### src/rtl/sram_arbiter_pkg.sv
// Shared constants for the SRAM arbiter: FSM encodings, fetch byte enables
// and grant identifiers.
package sram_arbiter_pkg;

    localparam logic [1:0] ARB_IDLE  = 2'd0;
    localparam logic [1:0] ARB_ISSUE = 2'd1;
    localparam logic [1:0] ARB_WAIT  = 2'd2;
    localparam logic [1:0] ARB_DONE  = 2'd3;

    // Instruction fetch always reads the full word.
    localparam logic [3:0] FETCH_BE_N = 4'b0000;

    localparam logic GNT_IF = 1'b0;
    localparam logic GNT_D  = 1'b1;

endpackage

### src/rtl/sram_arbiter_arb_rr2.sv
// Two-way grant: combinational pick between fetch and data, with a registered
// last-grant bit for round-robin and an override that makes data always win.
module sram_arbiter_arb_rr2
    import sram_arbiter_pkg::*;
(
    input  logic clk_i,
    input  logic rst_i,
    input  logic req_if,
    input  logic req_d,
    input  logic fixed_d,
    input  logic grant_en,
    output logic gnt_valid,
    output logic gnt_id
);

    logic last_gnt_reg;

    // On a conflict data wins when forced, or when fetch had the previous grant.
    always_comb begin
        gnt_valid = req_if | req_d;
        gnt_id    = GNT_IF;
        if (req_d && (!req_if || fixed_d || (last_gnt_reg == GNT_IF)))
            gnt_id = GNT_D;
    end

    // Remember who won each committed grant; starts at fetch so data wins first.
    always_ff @(posedge clk_i) begin
        if (rst_i)
            last_gnt_reg <= GNT_IF;
        else if (grant_en && gnt_valid)
            last_gnt_reg <= gnt_id;
    end

endmodule

### src/rtl/sram_arbiter.sv
// Shares one SRAM controller between the fetch port and the data port.
// Each access runs IDLE -> ISSUE (strobe) -> WAIT (fixed access time) ->
// DONE (close-out + ack). All outputs come straight from registers.
module sram_arbiter
    import sram_arbiter_pkg::*;
#(
    parameter int WAIT_CYCLES   = 2,
    parameter int DATA_PRIORITY = 1
) (
    input  logic        clk_i,
    input  logic        rst_i,
    input  logic        if_req_i,
    input  logic [31:0] if_addr_i,
    output logic        if_ack_o,
    output logic [31:0] if_rdata_o,
    input  logic        d_req_i,
    input  logic        d_we_i,
    input  logic [3:0]  d_be_n_i,
    input  logic [31:0] d_addr_i,
    input  logic [31:0] d_wdata_i,
    output logic        d_ack_o,
    output logic [31:0] d_rdata_o,
    output logic        mem_re_n_o,
    output logic        mem_we_n_o,
    output logic [3:0]  mem_be_n_o,
    output logic [31:0] mem_addr_o,
    output logic [31:0] mem_wdata_o,
    input  logic [31:0] mem_rdata_i,
    input  logic        mem_busy_i,
    output logic        mem_valid_o
);

    localparam logic [3:0] WAIT_LOAD = 4'(WAIT_CYCLES);
    localparam logic       FIXED_D   = (DATA_PRIORITY != 0);

    logic [1:0] state_reg;
    logic [3:0] cnt_reg;
    logic       owner_reg;
    logic       is_write_reg;
    logic       gnt_valid;
    logic       gnt_id;

    sram_arbiter_arb_rr2 u_arb (
        .clk_i     (clk_i),
        .rst_i     (rst_i),
        .req_if    (if_req_i),
        .req_d     (d_req_i),
        .fixed_d   (FIXED_D),
        .grant_en  (state_reg == ARB_IDLE),
        .gnt_valid (gnt_valid),
        .gnt_id    (gnt_id)
    );

    // Sequencer: strobes and pulses default inactive and are set one cycle
    // ahead so they appear registered in ISSUE and DONE respectively.
    always_ff @(posedge clk_i) begin
        if (rst_i) begin
            state_reg    <= ARB_IDLE;
            cnt_reg      <= 4'd0;
            owner_reg    <= GNT_IF;
            is_write_reg <= 1'b0;
            mem_re_n_o   <= 1'b1;
            mem_we_n_o   <= 1'b1;
            mem_be_n_o   <= 4'b1111;
            mem_addr_o   <= 32'd0;
            mem_wdata_o  <= 32'd0;
            mem_valid_o  <= 1'b0;
            if_ack_o     <= 1'b0;
            d_ack_o      <= 1'b0;
            if_rdata_o   <= 32'd0;
            d_rdata_o    <= 32'd0;
        end else begin
            mem_re_n_o  <= 1'b1;
            mem_we_n_o  <= 1'b1;
            mem_valid_o <= 1'b0;
            if_ack_o    <= 1'b0;
            d_ack_o     <= 1'b0;
            case (state_reg)
                ARB_IDLE: begin
                    if (gnt_valid) begin
                        owner_reg <= gnt_id;
                        state_reg <= ARB_ISSUE;
                        if (gnt_id == GNT_D) begin
                            mem_addr_o   <= d_addr_i;
                            mem_wdata_o  <= d_wdata_i;
                            mem_be_n_o   <= d_be_n_i;
                            is_write_reg <= d_we_i;
                            mem_re_n_o   <= d_we_i;
                            mem_we_n_o   <= !d_we_i;
                        end else begin
                            mem_addr_o   <= if_addr_i;
                            mem_be_n_o   <= FETCH_BE_N;
                            is_write_reg <= 1'b0;
                            mem_re_n_o   <= 1'b0;
                        end
                    end
                end
                ARB_ISSUE: begin
                    cnt_reg   <= WAIT_LOAD;
                    state_reg <= ARB_WAIT;
                end
                ARB_WAIT: begin
                    cnt_reg <= cnt_reg - 4'd1;
                    if (cnt_reg == 4'd1) begin
                        state_reg   <= ARB_DONE;
                        mem_valid_o <= 1'b1;
                        if (owner_reg == GNT_D) begin
                            d_ack_o <= 1'b1;
                            if (!is_write_reg)
                                d_rdata_o <= mem_rdata_i;
                        end else begin
                            if_ack_o   <= 1'b1;
                            if_rdata_o <= mem_rdata_i;
                        end
                    end
                end
                ARB_DONE: begin
                    state_reg <= ARB_IDLE;
                end
                default: begin
                    state_reg <= ARB_IDLE;
                end
            endcase
        end
    end

    // The controller must report busy throughout the access window.
    a_busy_in_wait: assert property (@(posedge clk_i) disable iff (rst_i)
        (state_reg == ARB_WAIT) |-> mem_busy_i);

    // The owner may not withdraw its request before it has been acknowledged.
    a_owner_holds_req: assert property (@(posedge clk_i) disable iff (rst_i)
        ((state_reg == ARB_ISSUE) || (state_reg == ARB_WAIT)) |->
            ((owner_reg == GNT_D) ? d_req_i : if_req_i));

endmodule
### config.mk
export PLATFORM = sky130hd
export DESIGN_NAME = sram_arbiter
export DESIGN_NICKNAME = d
export VERILOG_FILES = /design/src/rtl/sram_arbiter_pkg.sv /design/src/rtl/sram_arbiter_arb_rr2.sv /design/src/rtl/sram_arbiter.sv
export SDC_FILE = /design/constraint.sdc
export NUM_CORES = 1
export LEC_CHECK = 0
export CAP_MARGIN = 20
export CORE_ASPECT_RATIO = 1.5
export CORE_UTILIZATION = 44
export CTS_CLUSTER_SIZE = 20
export DETAILED_ROUTE_END_ITERATION = 16
export GPL_TIMING_DRIVEN = 0
export PLACE_DENSITY = 0.95
export SYNTH_ARGS = -nofsm -noshare
export SYNTH_HDL_FRONTEND = slang
export SYNTH_SLANG_ARGS = --single-unit
### constraint.sdc
create_clock -name clk_i -period 3.75 [get_ports clk_i]
set_input_delay 0.9375 -clock clk_i [delete_from_list [all_inputs] [get_ports clk_i]]
set_output_delay 0.9375 -clock clk_i [all_outputs]
set_load 0.02 [all_outputs]
==> flow_summary.json, run 1 <==
{
  "ys_ff_latch": 145,
  "dr.pass1.iters": 8,
  "clkSinkCount": 145,
  "vias": 6102,
  "post_synth_num_cell_types": 33,
  "worstRegToRegCells": 8,
  "critPathTopFamily": "buffers and inverters",
  "yosys-top-cells-area": "dfxtp_1 51%, a21oi_1 9.0%, mux2i_1 5.8%, nand3_1 5.8%, o21ai_0 5.4%",
  "nets": 1080,
  "yosys.area_share.simple_pct": 15.0,
  "power_mw": 5.34,
  "layout-drive-gt1-share_pct": 6.42,
  "hold_path_class": "reg2reg",
  "syn_area_per_cell_um2": 8.80,
  "required_ns": 2.81,
  "outcome": "complete, no violations",
  "hold_viol_final": 0,
  "initial_utilization_pct": 45.3,
  "remaining_drc_errors": 0,
  "core-area_mm2": 0.0126,
  "synth.mux.area_fraction_pct": 5.80,
  "crit_slowest_cell": "clkdlybuf4s50_1",
  "drt_iter0_drc": 278,
  "skew_ns": 0.00727,
  "ioPinCount": 275,
  "hold_buffers": 0,
  "max_slew_margin_pct": 36.9,
  "holdPathStages": 2,
  "start_kind": "flip-flop",
  "holdWs_ns": 0.454,
  "synth-edff-count": 0,
  "peakVddDrop_v": 0.000400,
  "syn-num-nets": 789,
  "grt_usage_pct": 28.2,
  "period_share_pct": 62.8,
  "synth_most_common_cell": "dfxtp_1",
  "hpwl_um": 14400,
  "yosys.area.top_type": "dfxtp_1",
  "synth_top_area_share_pct": 51.0,
  "clockRootBuffer": "clkbuf_16",
  "routed_wire_length_per_instance_um": 17.3,
  "insertion_delay_ns": 0.41,
  "rrSetupSlack_ns": 2.01,
  "clk_pin_slew_ns": 0.06,
  "grt_pass1_vias": 5895,
  "rsz0062_at_grt": "false",
  "overflow": 0,
  "cts_tree": "built",
  "cts_resized": 0,
  "yosysWarnings": 0,
  "timing.final.ws_setup_ns": 1.39,
  "endpoint_kind": "output pin",
  "area_growth_pct": 61.6,
  "hold-path-endpoint": "mem_wdata_o[31]",
  "grt_pass1_wl_um": 28800,
  "critPathMaxFanout": 2,
  "synth_async_sr_flop_share_pct": 0,
  "grt_max_degree": 17,
  "cts_made_buffers": 17,
  "layout_min_cycle_time_ns": 2.36,
  "antenna_found_initial": 0,
  "path_cells": "clkdlybuf4s50_1",
  "ant_nets": 0,
  "worstSetupPathType": "reg2out",
  "port_buffers": 272,
  "synth-adder-area-share_pct": 0.880,
  "max-clock-path-buffers": 2,
  "synth_flop_cell": "dfxtp_1",
  "clock.fmax_mhz": 425,
  "post-cts-setup-buffer-count": 0,
  "dieArea_mm2": 0.0134,
  "syn_inst": 647,
  "synth_xor_area_share_pct": 0,
  "n_antenna_cell": 0,
  "max_slew.worst_pin.slew_ns": 0.937,
  "worst-path-buf-inv": 1,
  "fp.dieH_um": 141,
  "nFillCells": 876,
  "setup_violations": 0,
  "row_count": 50,
  "cpPeakStageDelay_ns": 0.63,
  "vias_per_cell": 5.52,
  "worstPathArrival_ns": 1.42,
  "die_w_um": 94.9,
  "maxSlewViolCount": 0,
  "dp_slack_ns": 1.12,
  "synth-seq-area-share_pct": 51.0,
  "rr_endpoint": "if_rdata_o[1]",
  "synth_compound_area_share_pct": 20.6,
  "max_cap_viol_count": 0,
  "wl_um": 19200,
  "setup_tns_ns": 0,
  "syn_area_mm2": 0.00569,
  "p_per_area_mw_per_mm2": 581,
  "gp_congestion": 0.851,
  "p_leak_nw": 3.33,
  "r2r-start": "state_reg[0]",
  "synth_top_family_by_area": "compound AO/OA/AOI/OAI gates",
  "htreeDepth": 4,
  "synth_common_cells": "145 x dfxtp_1, 102 x a21oi_1, 68 x nand2_1",
  "min-delay-start": "mem_wdata_o[31]"
}
## cell type report
class | instances | area, µm² | share of cell area (%)
flip-flops and latches | 145 | 2900 | 31.6
inverters | 6 | 22.5 | 0.245
well taps | 156 | 195 | 2.12
repair buffers | 272 | 2720 | 29.6
clock inverters | 10 | 135 | 1.47
plain buffers | 63 | 362 | 3.93
multi-input cells | 433 | 2400 | 26.1
clock buffers | 21 | 450 | 4.90
## routing by layer
metal	up-vias	GRT usage, %	share of wire [%]
met4	0	16.8	5.3
li1	2851	-	-
met2	345	50.4	52
met5	-	0	0
met1	2830	29.0	36
met3	76	6.91	6.5
## metrics by stage
stage	std cells	utilization (%)	instance area, µm²
after floorplan	647	-	5690
after global placement	1075	68.5	8610
after detailed placement	1075	68.5	8610
after CTS	1106	73.1	9190
after global routing	1106	73.1	9190
final	1106	73.1	9190
## worst min-delay path: cells and delay by family (launching register included)
family           cells  cell delay [ns]
flip-flops           1             0.30
AND/OR/NAND/NOR      1             0.05
AO/OA/AOI/OAI        1             0.05
## kinds of logic after synthesis
kind of cell | Yosys count
AO/OA/AOI/OAI | 210
AND/OR/NAND/NOR | 186
multiplexers | 33
buffers and inverters | 69
flip-flops | 145
adder cells (fa/ha/maj) | 4
## cells in the final DEF, fill, tap and decap left out, types with 3 or more instances in the layout
| cell type | instances |
|---|---|
| a211oi_1 | 32 |
| a21oi_1 | 102 |
| a221o_1 | 4 |
| buf_2 | 11 |
| buf_4 | 6 |
| buf_6 | 11 |
| bufinv_16 | 3 |
| clkbuf_1 | 33 |
| clkbuf_16 | 17 |
| clkdlybuf4s50_1 | 272 |
| clkinv_2 | 4 |
| dfxtp_1 | 145 |
| ha_1 | 4 |
| inv_1 | 6 |
| mux2i_1 | 33 |
| nand2_1 | 68 |
| nand2b_1 | 3 |
| nand3_1 | 66 |
| nor2_1 | 37 |
| nor3_1 | 3 |
| o21ai_0 | 61 |
| o21ai_1 | 6 |
## worst max-delay path by stage
stage,from,end,slack (ns),depth (start not counted)
final,mem_wdata_o[17],mem_wdata_o[17],1.39,1
after global routing,mem_wdata_o[19],mem_wdata_o[19],1.35,1
after CTS,mem_wdata_o[22],mem_wdata_o[22],1.39,1
after detailed placement,d_req_i,is_write_reg,1.12,5
after global placement,d_req_i,is_write_reg,1.15,5
after floorplan,d_req_i,is_write_reg,2.00,4
## report_power, final
group | internal, mW | switching (mW) | total, mW | leakage [nW]
clock | 1.06 | 0.634 | 1.69 | 0.287
combinational | 0.761 | 1.01 | 1.77 | 1.86
sequential | 1.76 | 0.116 | 1.87 | 1.18
total | 3.58 | 1.76 | 5.34 | 3.33
(Power assumes the default switching activity.)
==> run 2, diff against run 1 <==
--- a/config.mk
+++ b/config.mk
@@ -7,11 +7,11 @@
 export LEC_CHECK = 0
 export CAP_MARGIN = 20
 export CORE_ASPECT_RATIO = 1.5
-export CORE_UTILIZATION = 44
+export CORE_UTILIZATION = 37
 export CTS_CLUSTER_SIZE = 20
 export DETAILED_ROUTE_END_ITERATION = 16
 export GPL_TIMING_DRIVEN = 0
-export PLACE_DENSITY = 0.95
+export PLACE_DENSITY = 0.86
 export SYNTH_ARGS = -nofsm -noshare
 export SYNTH_HDL_FRONTEND = slang
 export SYNTH_SLANG_ARGS = --single-unit
==> constraint.sdc (replaced) <==
create_clock -name clk_i -period 2.1 [get_ports clk_i]
set_input_delay 0.525 -clock clk_i [delete_from_list [all_inputs] [get_ports clk_i]]
set_output_delay 0.525 -clock clk_i [all_outputs]
set_load 0.02 [all_outputs]
==> run 2 against run 1 <==
Via count is 3.9% lower. Global-route usage is 4.9 points lower. Core utilization is 11 points lower. Critical path depth stayed put. Register-to-register slack worse by 1.6 ns. Sequential share of layout area is 0.42 points lower. Worst setup slack worse by 1.2 ns. Combinational power is 75% higher.
==> flow_summary.json, run 2 (synthesis gave the netlist of run 1 again) <==
{
  "outcome": "complete, no violations",
  "dr.pass1.iters": 4,
  "multi_input_comb_area_mm2": 0.00240,
  "grt_pass1_wl_um": 28300,
  "hold_path_class": "reg2reg",
  "ant_nets": 0,
  "design_area_mm2": 0.00932,
  "worstSetupPathType": "reg2out",
  "required_ns": 1.57,
  "insertion_delay_ns": 0.41,
  "layout_min_cycle_time_ns": 1.93,
  "placed_cell_area_mm2": 0.00866,
  "max-clock-path-buffers": 2,
  "setup_violations": 0,
  "nets": 1080,
  "max_slew_margin_pct": 42.3,
  "cts_tree": "built",
  "worst-path-buf-inv": 1,
  "overflow": 0,
  "rrSetupSlack_ns": 0.45,
  "area_growth_pct": 63.7,
  "htreeDepth": 4,
  "r2r-start": "state_reg[0]",
  "peakVddDrop_v": 0.000571,
  "final_cell_mix": "272 x clkdlybuf4s50_1, 145 x dfxtp_1, 102 x a21oi_1, 68 x nand2_1, 66 x nand3_1",
  "clkSinkCount": 145,
  "max_slew.worst_pin.slew_ns": 0.856,
  "internal_power_mw": 6.63,
  "endpoint_kind": "output pin",
  "worstRegToRegCells": 7,
  "cts_resized": 0,
  "vias": 5867,
  "grt_pass1_vias": 5682,
  "dieArea_mm2": 0.0159,
  "layout-drive-gt1-share_pct": 6.74,
  "p_sw_mw": 3.18,
  "nFillCells": 1228,
  "hold_buffers": 0,
  "wl_um": 18600,
  "n_antenna_cell": 0,
  "clk_pin_slew_ns": 0.06,
  "initial_utilization_pct": 37.8,
  "path_cells": "clkdlybuf4s50_1",
  "cts_made_buffers": 17,
  "clock.fmax_mhz": 518,
  "vias_per_cell": 5.11,
  "core-area_mm2": 0.0151,
  "pwr-share-seq_pct": 34.1,
  "p_leak_nw": 3.36,
  "max_cap_viol_count": 0,
  "die_w_um": 103,
  "start_kind": "flip-flop",
  "rr_endpoint": "d_rdata_o[18]",
  "routed_wire_length_per_instance_um": 16.2,
  "switching_share_pct": 32.4,
  "pwr-share-comb_pct": 31.6,
  "antenna_found_initial": 0,
  "hpwl_um": 14100,
  "setup_tns_ns": 0,
  "gp_congestion": 0.839,
  "final_common_cell": "clkdlybuf4s50_1",
  "cpPeakStageDelay_ns": 0.63,
  "regArea_mm2": 0.00290,
  "post-cts-setup-buffer-count": 0,
  "remaining_drc_errors": 0,
  "grt_usage_pct": 23.3,
  "period_share_pct": 91.8,
  "grt_max_degree": 17,
  "cp_num_cells": 1,
  "cp-endpoint": "mem_addr_o[25]",
  "port_buffers": 272,
  "maxSlewViolCount": 0,
  "worstPathArrival_ns": 1.40,
  "drt_iter0_drc": 244,
  "p_per_area_mw_per_mm2": 1050,
  "skew_ns": 0.00997,
  "critPathTopFamily": "buffers and inverters",
  "rsz0062_at_grt": "false",
  "clockRootBuffer": "clkbuf_16",
  "hold_viol_final": 0,
  "critPathMaxFanout": 2,
  "row_count": 55,
  "fp.dieH_um": 154,
  "ioPinCount": 275,
  "clock_power_share_pct": 34.3,
  "setup.worst_path.start": "mem_addr_o[25]",
  "crit_slowest_cell": "clkdlybuf4s50_1",
  "power_mw": 9.80
}
[run 2: layer usage]
layer  GRT usage (%)  routed length [µm]  part of all wire [%]  vias to the layer above
met5               0                   0                     0                        -
met2            42.5               10000                    54                      225
met4            12.4                 767                   4.1                        0
met3            5.91                1030                   5.6                       49
li1                -                   -                     -                     2858
met1            23.7                6820                    37                     2735
[run 2: cell type report]
cell class,count,area share (%)
clock inverters,14,2.46
repair buffers,272,29.2
inverters,6,0.242
flip-flops and latches,145,31.2
plain buffers,63,3.88
multi-input cells,433,25.8
clock buffers,17,4.57
well taps,199,2.67
[run 2: worst min path at each step]
stage | cells past startpoint | slack (ns) | end | start
after floorplan | 2 | 0.44 | is_write_reg | is_write_reg
after global routing | 2 | 0.47 | mem_wdata_o[23] | mem_wdata_o[23]
after global placement | 2 | 0.44 | mem_wdata_o[17] | mem_wdata_o[17]
after detailed placement | 2 | 0.45 | mem_wdata_o[17] | mem_wdata_o[17]
final | 2 | 0.45 | mem_wdata_o[6] | mem_wdata_o[6]
after CTS | 2 | 0.45 | mem_wdata_o[17] | mem_wdata_o[17]
[run 2: metrics by stage]
stage | hold slack, ns | util [%] | instances | setup WS [ns]
after floorplan | 0.445 | - | 647 | 0.680
after global placement | 0.441 | 57.5 | 1118 | -0.0893
after detailed placement | 0.445 | 57.5 | 1118 | -0.0856
after CTS | 0.454 | 61.8 | 1149 | 0.155
after global routing | 0.472 | 61.8 | 1149 | 0.134
final | 0.453 | 61.8 | 1149 | 0.171
[run 2: power by group through the flow]
stage | logic (mW) | clock network, mW | registers (mW)
finish | 3.10 | 3.36 | 3.35
floorplan | 1.34 | 0 | 3.79
CTS | 3.11 | 3.40 | 3.34
detailed placement | 3.10 | 0 | 3.40
global placement | 3.05 | 0 | 3.38
global route | 3.36 | 3.52 | 3.39
